===== src/rtl/vga_mon_pkg.sv =====
// Shared types and constants for the VGA frame monitor.
// Counter widths bound the measured line and frame lengths.
package vga_mon_pkg;

   typedef enum logic [1:0] {
      SEARCH = 2'd0,
      TRACK  = 2'd1,
      LOCKED = 2'd2
   } mon_state_t;

   localparam int ERR_H_TOTAL  = 0;
   localparam int ERR_H_ACTIVE = 1;
   localparam int ERR_V_TOTAL  = 2;
   localparam int ERR_V_ACTIVE = 3;

   localparam int HW = 12;
   localparam int VW = 11;
   localparam int GW = 8;

   localparam logic [HW-1:0] H_SAT = '1;
   localparam logic [VW-1:0] V_SAT = '1;

endpackage


===== src/rtl/vga_sync_edge.sv =====
// Samples one sync input on the pixel strobe and flags the
// transition into its asserted level.
module vga_sync_edge
   import vga_mon_pkg::*;
#(
   parameter bit POL = 1'b0
) (
   input  logic clk,
   input  logic rst,
   input  logic pix_ce,
   input  logic sync,
   output logic lead
);

   logic prev;

   always_ff @(posedge clk or posedge rst) begin
      if (rst) begin
         prev <= 1'b0;
      end else if (pix_ce) begin
         prev <= sync;
      end
   end

   assign lead = pix_ce && (sync == POL) && (prev != POL);

endmodule


===== src/rtl/vga_frame_monitor.sv =====
// Receive-side VGA timing checker: measures line/frame timing,
// tracks lock, keeps sticky error flags and a per-frame checksum.
module vga_frame_monitor
   import vga_mon_pkg::*;
#(
   parameter int H_ACTIVE    = 640,
   parameter int H_TOTAL     = 800,
   parameter int V_ACTIVE    = 480,
   parameter int V_TOTAL     = 525,
   parameter bit HS_POL      = 1'b0,
   parameter bit VS_POL      = 1'b0,
   parameter int LOCK_FRAMES = 2
) (
   input  logic          clk,
   input  logic          rst,
   input  logic          pix_ce,
   input  logic          vga_hsync,
   input  logic          vga_vsync,
   input  logic          vga_blank,
   input  logic [7:0]    red,
   input  logic [7:0]    green,
   input  logic [7:0]    blue,
   input  logic          err_clr,
   output logic          lock,
   output logic [3:0]    err_flags,
   output logic          frame_done,
   output logic [31:0]   frame_sum,
   output logic [15:0]   frame_count,
   output logic [HW-1:0] meas_h_total,
   output logic [VW-1:0] meas_v_total
);

   localparam logic [HW-1:0] H_TOT = HW'(H_TOTAL);
   localparam logic [HW-1:0] H_ACT = HW'(H_ACTIVE);
   localparam logic [VW-1:0] V_TOT = VW'(V_TOTAL);
   localparam logic [VW-1:0] V_ACT = VW'(V_ACTIVE);

   mon_state_t state, state_d;

   logic          h_lead, v_lead;
   logic [HW-1:0] h_cnt, act_cnt;
   logic          h_valid;
   logic [VW-1:0] line_cnt, act_lines;
   logic [VW-1:0] line_cl, act_lines_cl;
   logic [31:0]   frame_acc, pix_val;
   logic [GW-1:0] good, good_d;
   logic          frame_bad, frame_bad_d;
   logic          clr_hv;
   logic          h_chk, v_chk;
   logic [3:0]    new_err;

   vga_sync_edge #(.POL(HS_POL)) u_hs (
      .clk    (clk),
      .rst    (rst),
      .pix_ce (pix_ce),
      .sync   (vga_hsync),
      .lead   (h_lead)
   );

   vga_sync_edge #(.POL(VS_POL)) u_vs (
      .clk    (clk),
      .rst    (rst),
      .pix_ce (pix_ce),
      .sync   (vga_vsync),
      .lead   (v_lead)
   );

   assign pix_val = {8'd0, red, green, blue};
   assign lock    = (state == LOCKED);

   // Line close is folded into the counts before a coincident frame close.
   always_comb begin
      line_cl      = line_cnt;
      act_lines_cl = act_lines;
      if (h_lead) begin
         if (line_cnt != V_SAT) begin
            line_cl = line_cnt + 1'b1;
         end
         if (act_cnt != '0 && act_lines != V_SAT) begin
            act_lines_cl = act_lines + 1'b1;
         end
      end
   end

   always_comb begin
      h_chk   = h_lead && h_valid && (state != SEARCH);
      v_chk   = v_lead && (state != SEARCH);
      new_err = '0;
      new_err[ERR_H_TOTAL]  = h_chk && (h_cnt != H_TOT);
      new_err[ERR_H_ACTIVE] = h_chk && (act_cnt != '0)
                              && (act_cnt != H_ACT);
      new_err[ERR_V_TOTAL]  = v_chk && (line_cl != V_TOT);
      new_err[ERR_V_ACTIVE] = v_chk && (act_lines_cl != V_ACT);
   end

   always_comb begin
      state_d     = state;
      good_d      = good;
      frame_bad_d = frame_bad;
      clr_hv      = 1'b0;
      unique case (state)
         SEARCH: begin
            if (v_lead) begin
               state_d     = TRACK;
               good_d      = '0;
               frame_bad_d = 1'b0;
               clr_hv      = 1'b1;
            end
         end
         TRACK: begin
            if (|new_err) begin
               frame_bad_d = 1'b1;
            end
            if (v_lead) begin
               frame_bad_d = 1'b0;
               if (frame_bad || (|new_err)) begin
                  good_d = '0;
               end else begin
                  good_d = good + 1'b1;
                  if (int'(good) + 1 >= LOCK_FRAMES) begin
                     state_d = LOCKED;
                  end
               end
            end
         end
         LOCKED: begin
            // A frame broken mid-way must not count once back in TRACK.
            if (|new_err) begin
               state_d     = TRACK;
               good_d      = '0;
               frame_bad_d = !v_lead;
            end
         end
         default: begin
            state_d = SEARCH;
         end
      endcase
   end

   always_ff @(posedge clk or posedge rst) begin
      if (rst) begin
         state      <= SEARCH;
         good       <= '0;
         frame_bad  <= 1'b0;
         err_flags  <= '0;
         frame_done <= 1'b0;
      end else begin
         state      <= state_d;
         good       <= good_d;
         frame_bad  <= frame_bad_d;
         err_flags  <= (err_clr ? 4'd0 : err_flags) | new_err;
         frame_done <= v_lead;
      end
   end

   always_ff @(posedge clk or posedge rst) begin
      if (rst) begin
         h_cnt        <= '0;
         act_cnt      <= '0;
         h_valid      <= 1'b0;
         meas_h_total <= '0;
      end else if (pix_ce) begin
         if (h_lead) begin
            meas_h_total <= h_cnt;
            h_cnt        <= HW'(1);
            act_cnt      <= HW'(vga_blank);
         end else begin
            if (h_cnt != H_SAT) begin
               h_cnt <= h_cnt + 1'b1;
            end
            if (vga_blank && act_cnt != H_SAT) begin
               act_cnt <= act_cnt + 1'b1;
            end
         end
         if (clr_hv) begin
            h_valid <= 1'b0;
         end else if (h_lead) begin
            h_valid <= 1'b1;
         end
      end
   end

   always_ff @(posedge clk or posedge rst) begin
      if (rst) begin
         line_cnt     <= '0;
         act_lines    <= '0;
         frame_acc    <= '0;
         frame_sum    <= '0;
         frame_count  <= '0;
         meas_v_total <= '0;
      end else if (pix_ce) begin
         if (v_lead) begin
            meas_v_total <= line_cl;
            frame_sum    <= frame_acc;
            frame_count  <= frame_count + 1'b1;
            line_cnt     <= '0;
            act_lines    <= '0;
            frame_acc    <= vga_blank ? pix_val : 32'd0;
         end else begin
            line_cnt  <= line_cl;
            act_lines <= act_lines_cl;
            if (vga_blank) begin
               frame_acc <= frame_acc + pix_val;
            end
         end
      end
   end

endmodule


===== config.mk =====
export PLATFORM = sky130hd
export DESIGN_NAME = vga_frame_monitor
export DESIGN_NICKNAME = d
export VERILOG_FILES = /design/src/rtl/vga_mon_pkg.sv /design/src/rtl/vga_sync_edge.sv /design/src/rtl/vga_frame_monitor.sv
export SDC_FILE = /design/constraint.sdc
export NUM_CORES = 1
export LEC_CHECK = 0
export ABC_AREA = 1
export BUFFER_PORTS_ARGS = -buffer_cell sky130_fd_sc_hd__buf_2
export CORE_MARGIN = 3
export CORE_UTILIZATION = 53
export CTS_CLUSTER_SIZE = 20
export DETAILED_ROUTE_END_ITERATION = 10
export HOLD_SLACK_MARGIN = 0.15
export MAX_ROUTING_LAYER = met4
export PLACE_DENSITY = 0.81
export SYNTH_ARGS = -nofsm -noshare
export SYNTH_HDL_FRONTEND = slang
export SYNTH_SLANG_ARGS = --single-unit

===== constraint.sdc =====
create_clock -name clk -period 4.7 [get_ports clk]
set_clock_uncertainty 0.05 [all_clocks]
set_input_delay 0.235 -clock clk [delete_from_list [all_inputs] [get_ports clk]]
set_output_delay 0.235 -clock clk [all_outputs]
set_load 0.1 [all_outputs]

[After elaboration in Yosys (flattened, before gate mapping)]
Index checks and enable logic that the tools add are counted.
Cells by class
  add/sub/neg operators: 8
  order comparisons: 1
  eq/ne operators: 16
  multiplexer cells: 34
  bitwise logic cells: 3
  reductions and logical operators: 34
Operators by type and width (number)
  $mux W11: 6
  $mux W32: 2
  $mux W12: 4
  $add A32 B24 Y32: 1
  $mux W8: 4
  $add A12 B1 Y12 const B: 2
  $mux W24: 1
  $ne A12 B10 Y1 const B: 2
  $ne A12 B12 Y1 const B: 2
  $pmux W8 S3: 1
  $add A11 B1 Y11 const B: 2
  $ne A11 B11 Y1 const B: 2
  $add A16 B1 Y16 const B: 1
  $logic_and A1 B1 Y1: 14
  $reduce_and A2 Y1: 6
  $reduce_bool A12 Y1: 1
  $ne A11 B10 Y1 const B: 1
  $ne A11 B9 Y1 const B: 1
  $mux W2: 5
  $reduce_bool A2 Y1: 5
  $add A8 B1 Y9 const B: 1
  $ge A9 B2 Y1 const B: 1
  $add A8 B1 Y8 const B: 1
  $mux W1: 8
  17 further kinds: 22
Storage, ports and cells
  bits in registers: 168
  bits of input ports: 31
  output and inout port bits: 77
  logic and storage cells: 113

[Longest topological paths before layout]
  depth in word-level cells: 12
  gate-level depth with buffers: 20
  gate-level depth less buffers: 20

[By module]
A second synthesis with hierarchy kept.
Unflattened totals
  cell total of the unflattened synthesis: 1256
  area total of the unflattened synthesis: 9594.2 um2
Modules (own cells, without submodules)
  vga_frame_monitor: instances 1, cells each 1236, area each 9476.6 um2, seq. area each 4154.0 um2
  vga_sync_edge: instances 2, cells each 10, area each 58.8 um2, seq. area each 25.0 um2

[Worst setup path after synthesis]
Ideal clock, no wire load.
  kind: reg2reg
  from: register frame_count[0]
  to: register frame_count[15]
  setup time: 0.158 ns
  arrival time: 2.384 ns
  required time: 4.492 ns
  path slack: 2.109 ns
  stages on the path, launching flop included: 11
  path buffers: 0
  period minus slack after synthesis: 2.591 ns
  cell sequence: dfrtp_1 > nand3_1 > nor2_1 > nand3_1 > nor3_2 > nand3_1 > nor2_1 > nand2_1 > nor2_1 > nand3_1 > xnor2_1
On the way
  word-level cells in the longest chain between the ends: 1
Ends and longest elaborated chain
  from (decl): RTL line vga_frame_monitor.sv:28  | output logic [15:0] frame_count,
  from (signal assigned): RTL line vga_frame_monitor.sv:195  | frame_count <= frame_count + 1'b1;
  $add A16 B1 Y16: RTL line vga_frame_monitor.sv:195
No other way between the ends.
A chain may end at the register's enable or synchronous reset.

[Worst setup path after layout]
  from: input blue[0]
  to: register frame_acc[30]
On the way
  word-level cells in the longest chain between the ends: 3
Ends and longest elaborated chain
  from (decl): RTL line vga_frame_monitor.sv:22  | input logic [7:0] blue,
  $add A32 B24 Y32: RTL line vga_frame_monitor.sv:203  | frame_acc <= frame_acc + pix_val;
  $mux W32: RTL line vga_frame_monitor.sv:202  | if (vga_blank) begin
  $mux W32: RTL line vga_frame_monitor.sv:192  | if (v_lead) begin
  to (signal assigned): RTL line vga_frame_monitor.sv:198  | frame_acc <= vga_blank ? pix_val : 32'd0;
  to (signal assigned): RTL line vga_frame_monitor.sv:203
  to (decl): RTL line vga_frame_monitor.sv:45  | logic [31:0] frame_acc, pix_val;
No other way between the ends. The select of a mux whose other input is x is not followed.

==> impl_results.md <==
- Num Clock Sinks: ~170
- Worst hold start: green[6]
- Slew of the pin with the lowest slew margin: around 1.2 ns
- Worst slew margin: 0.211
- Status: finished clean
- Reg clk slew, reported paths: roughly 0.06 ns
- Final Max Slew Viols: 0
- Placed insts: roughly 1,500
- Largest net degree at the start of global routing: 169
- Static Leak: around 5.5 nW
- Netlist Area Pre-Place: approximately 9400 um^2
- Total negative slack: 0 ns
- CP max stage cell: dlygate4sd3_1
- Post-synth top area share: 0.447
- Non-filler cells, final: ~1,600
- Worst EP required: around 5 ns
- Pwr/cell area: approximately 580 nW/um^2
- Crit-path cells: dlygate4sd3_1 > buf_2 > ha_1 > inv_1 > fa_1 > inv_1 > nand2_1 > o21ai_1 > a21oi_1 > o21ai_0 > nand2_1 > a31oi_1 > nand2_1 > a21oi_1 > o21ai_0 > a21oi_1
- Critical path class: input port to flip-flop
- Reg2reg start: frame_acc[0]$_DFFE_PP0P_
- Vias in the first global route: around 8,300
- Max_cap viols: 0
- Pre-CTS worst setup slack: approximately 1.8 ns
- DR vias: ~8,600
- Register bit count reported by yosys: between 150 and 200
- Endpoints failing hold: 0
- Die area: 19,400 um^2
- Core footprint: about 17,000 um^2
- Pwr Total: 6.44 mW
- Cell depth of the worst hold path: 3
- Min Clock Period, post-route: 3.07 ns
- H-tree depth: 4
- CTS tree: done
- Reg-to-reg endpoint: frame_acc[30]$_DFFE_PP0P_
- Worst-Skew Late Latency: about 0.43 ns
- Post-Syn Nets: around 1,300
- Drt via density: around 5.4
- Crit start category: input port
- Placer Congestion: ~0.95
- Avg Cell Area, Syn: 7.72 um^2
- Die width: ~140 um
- DR iter-0 viols: 534
- First-pass GRT wire length: slightly below 40,000 um
- Synth area leaders: dfrtp_1 45%, nand2_1 12%, a21oi_1 6.0%
- ANT nets after route: 0
- Num CTS Buffers: 17
- GRT overflow: 0
- Post-synth EDFFs: 0
- Top FF cell, synth: dfrtp_1
- Sequential share of the synthesized area: 0.447
- Fmax: between 300 and 400 MHz
- # diodes: 0
- Row count: 48
- Cts repair resizes: 0
- Final period utilization: 0.654
- Layout area overhead: 17.3%
- Final WS setup: 1.63 ns
- Post-Route WL: approximately 22,000 um
- Die height: ~140 um
- RSZ-0062 raised after global routing: false
- Antenna violations before repair: 0
- Final nets: roughly 1,400
- R2R Setup Slk: approximately 1.7 ns
- # port buffers: 107
- Drt pass-1 iters: 5
- Min Hold Slack: roughly 0.18 ns
- Share of layout cells above drive strength 1: 0.136
- VDD IR-drop max: 418 uV
- Synth unique cells: between 40 and 50
- Ys async rst share: 1.00
- WHS Endpoint: frame_acc[14]$_DFFE_PP0P_
- Crit. End Element: flip-flop
- Boundary pin count: roughly 110
- Clock tree buffer depth: 2
- Dpl hpwl: between 15,000 and 20,000 um
- Max stage delay on crit path: 0.53 ns
- Reg2Reg Depth: 14
- Critical path fanouts, max: 3
- Root buf cell: clkbuf_16
- Total GRT Usage: 0.244
- Hold crit path type: input port to flip-flop
- DRC errors left: 0
- Wire length per cell: between 10 and 15 um
- Cells after Synth: 1,219
- Critical Path AT: between 3 and 4 ns
- Synth area leader: dfrtp_1
- Starting Density: 0.542
- YS warnings: 0
- Final setup viols: 0
## worst max path at each step
stage	startpoint	to	slack [ns]	depth (start not counted)
2_1_floorplan	frame_count[0]$_DFFE_PP0P_	frame_count[15]$_DFFE_PP0P_	2.11	10
4_1_cts	vga_hsync	good[0]$_DFFE_PP0P_	1.72	16
3_5_place_dp	frame_acc[0]$_DFFE_PP0P_	frame_acc[30]$_DFFE_PP0P_	1.83	14
3_3_place_gp	blue[0]	frame_acc[30]$_DFFE_PP0P_	1.87	15
6_report	blue[0]	frame_acc[30]$_DFFE_PP0P_	1.63	16
5_1_grt	blue[0]	frame_acc[30]$_DFFE_PP0P_	1.39	16
## power by group
part	switching, mW	internal, mW	leakage, nW
Clock	0.595	0.799	0.283
Combinational	2.29	0.734	3.01
Sequential	0.255	1.76	2.17
## stage by stage
stage               utilization  area [um^2]
finish                    0.636        11000
global placement          0.585        10100
floorplan                     -         9410
CTS                       0.636        11000
detailed placement        0.585        10100
global route              0.636        11000
## logic make-up after synthesis
logic type,after synthesis,synth area share
AO/OA/AOI/OAI,253,0.144
XOR/XNOR,29,0.0270
adder cells (fa/ha/maj),38,0.0513
buffers and inverters,159,0.0656
flip-flops,168,0.447
AND/OR/NAND/NOR,572,0.265
## worst max-delay path: cells and delay by family
kind                       cells  cell delay, ns
AOI/OAI and AO/OA              7            1.54
buffers and inverters          4            0.79
and+or+nand+nor                3            0.31
adders and majority gates      2            0.51
## cells in the mapped netlist, types with 13 or more instances
cell type / instances
dfrtp_1: 168
nor2_1: 124
nand2_1: 309
xor2_1: 22
o21ai_0: 98
o21ai_1: 13
nand3_1: 59
inv_1: 124
ha_1: 37
a21oi_1: 112
nor3_1: 20
clkbuf_1: 18
nand4_1: 21
## registers in the layout (all words and copies together) (netlist names), 2 cells and up
name,flops
h_cnt,12
frame_acc,32
err_flags,4
state,2
frame_count,16
act_cnt,12
line_cnt,11
meas_h_total,12
meas_v_total,11
act_lines,11
good,8
frame_sum,32
## final cells by class
type	instances	area, um^2
Sequential cell	168	4200
Inverter	129	488
Clock buffer	18	439
Multi-Input combinational cell	892	4590
Timing Repair Buffer	141	878
Clock inverter	14	150
Tap cell	225	282
Fill cell	1464	6320
## per-layer routing
metal	wire length [um]	track usage	share of wire
met1	9900	0.311	0.44
met5	0	-	0
met4	391	0.0850	0.017
met3	1230	0.0440	0.055
met2	10900	0.394	0.49
## repair_timing
item | 4_1_cts | 5_1_grt
endpoints found under the setup margin | 0 | 0
hold buffers | 30 | 0
hold endpoints to repair | 198 | 0
setup buffers | 0 | 0
## cell usage in the layout, fill, tap and decap left out, drive strengths merged, types with 8 or more instances in the layout
master,n
nand4,22
nand2,315
nand3,68
clkbuf,18
inv,129
dfrtp,168
nor3,21
xor2,22
buf,111
dlygate4sd3,30
nor2,134
ha,37
a21oi,114
o21ai,114
clkinv,8
(Power assumes the default switching activity.)
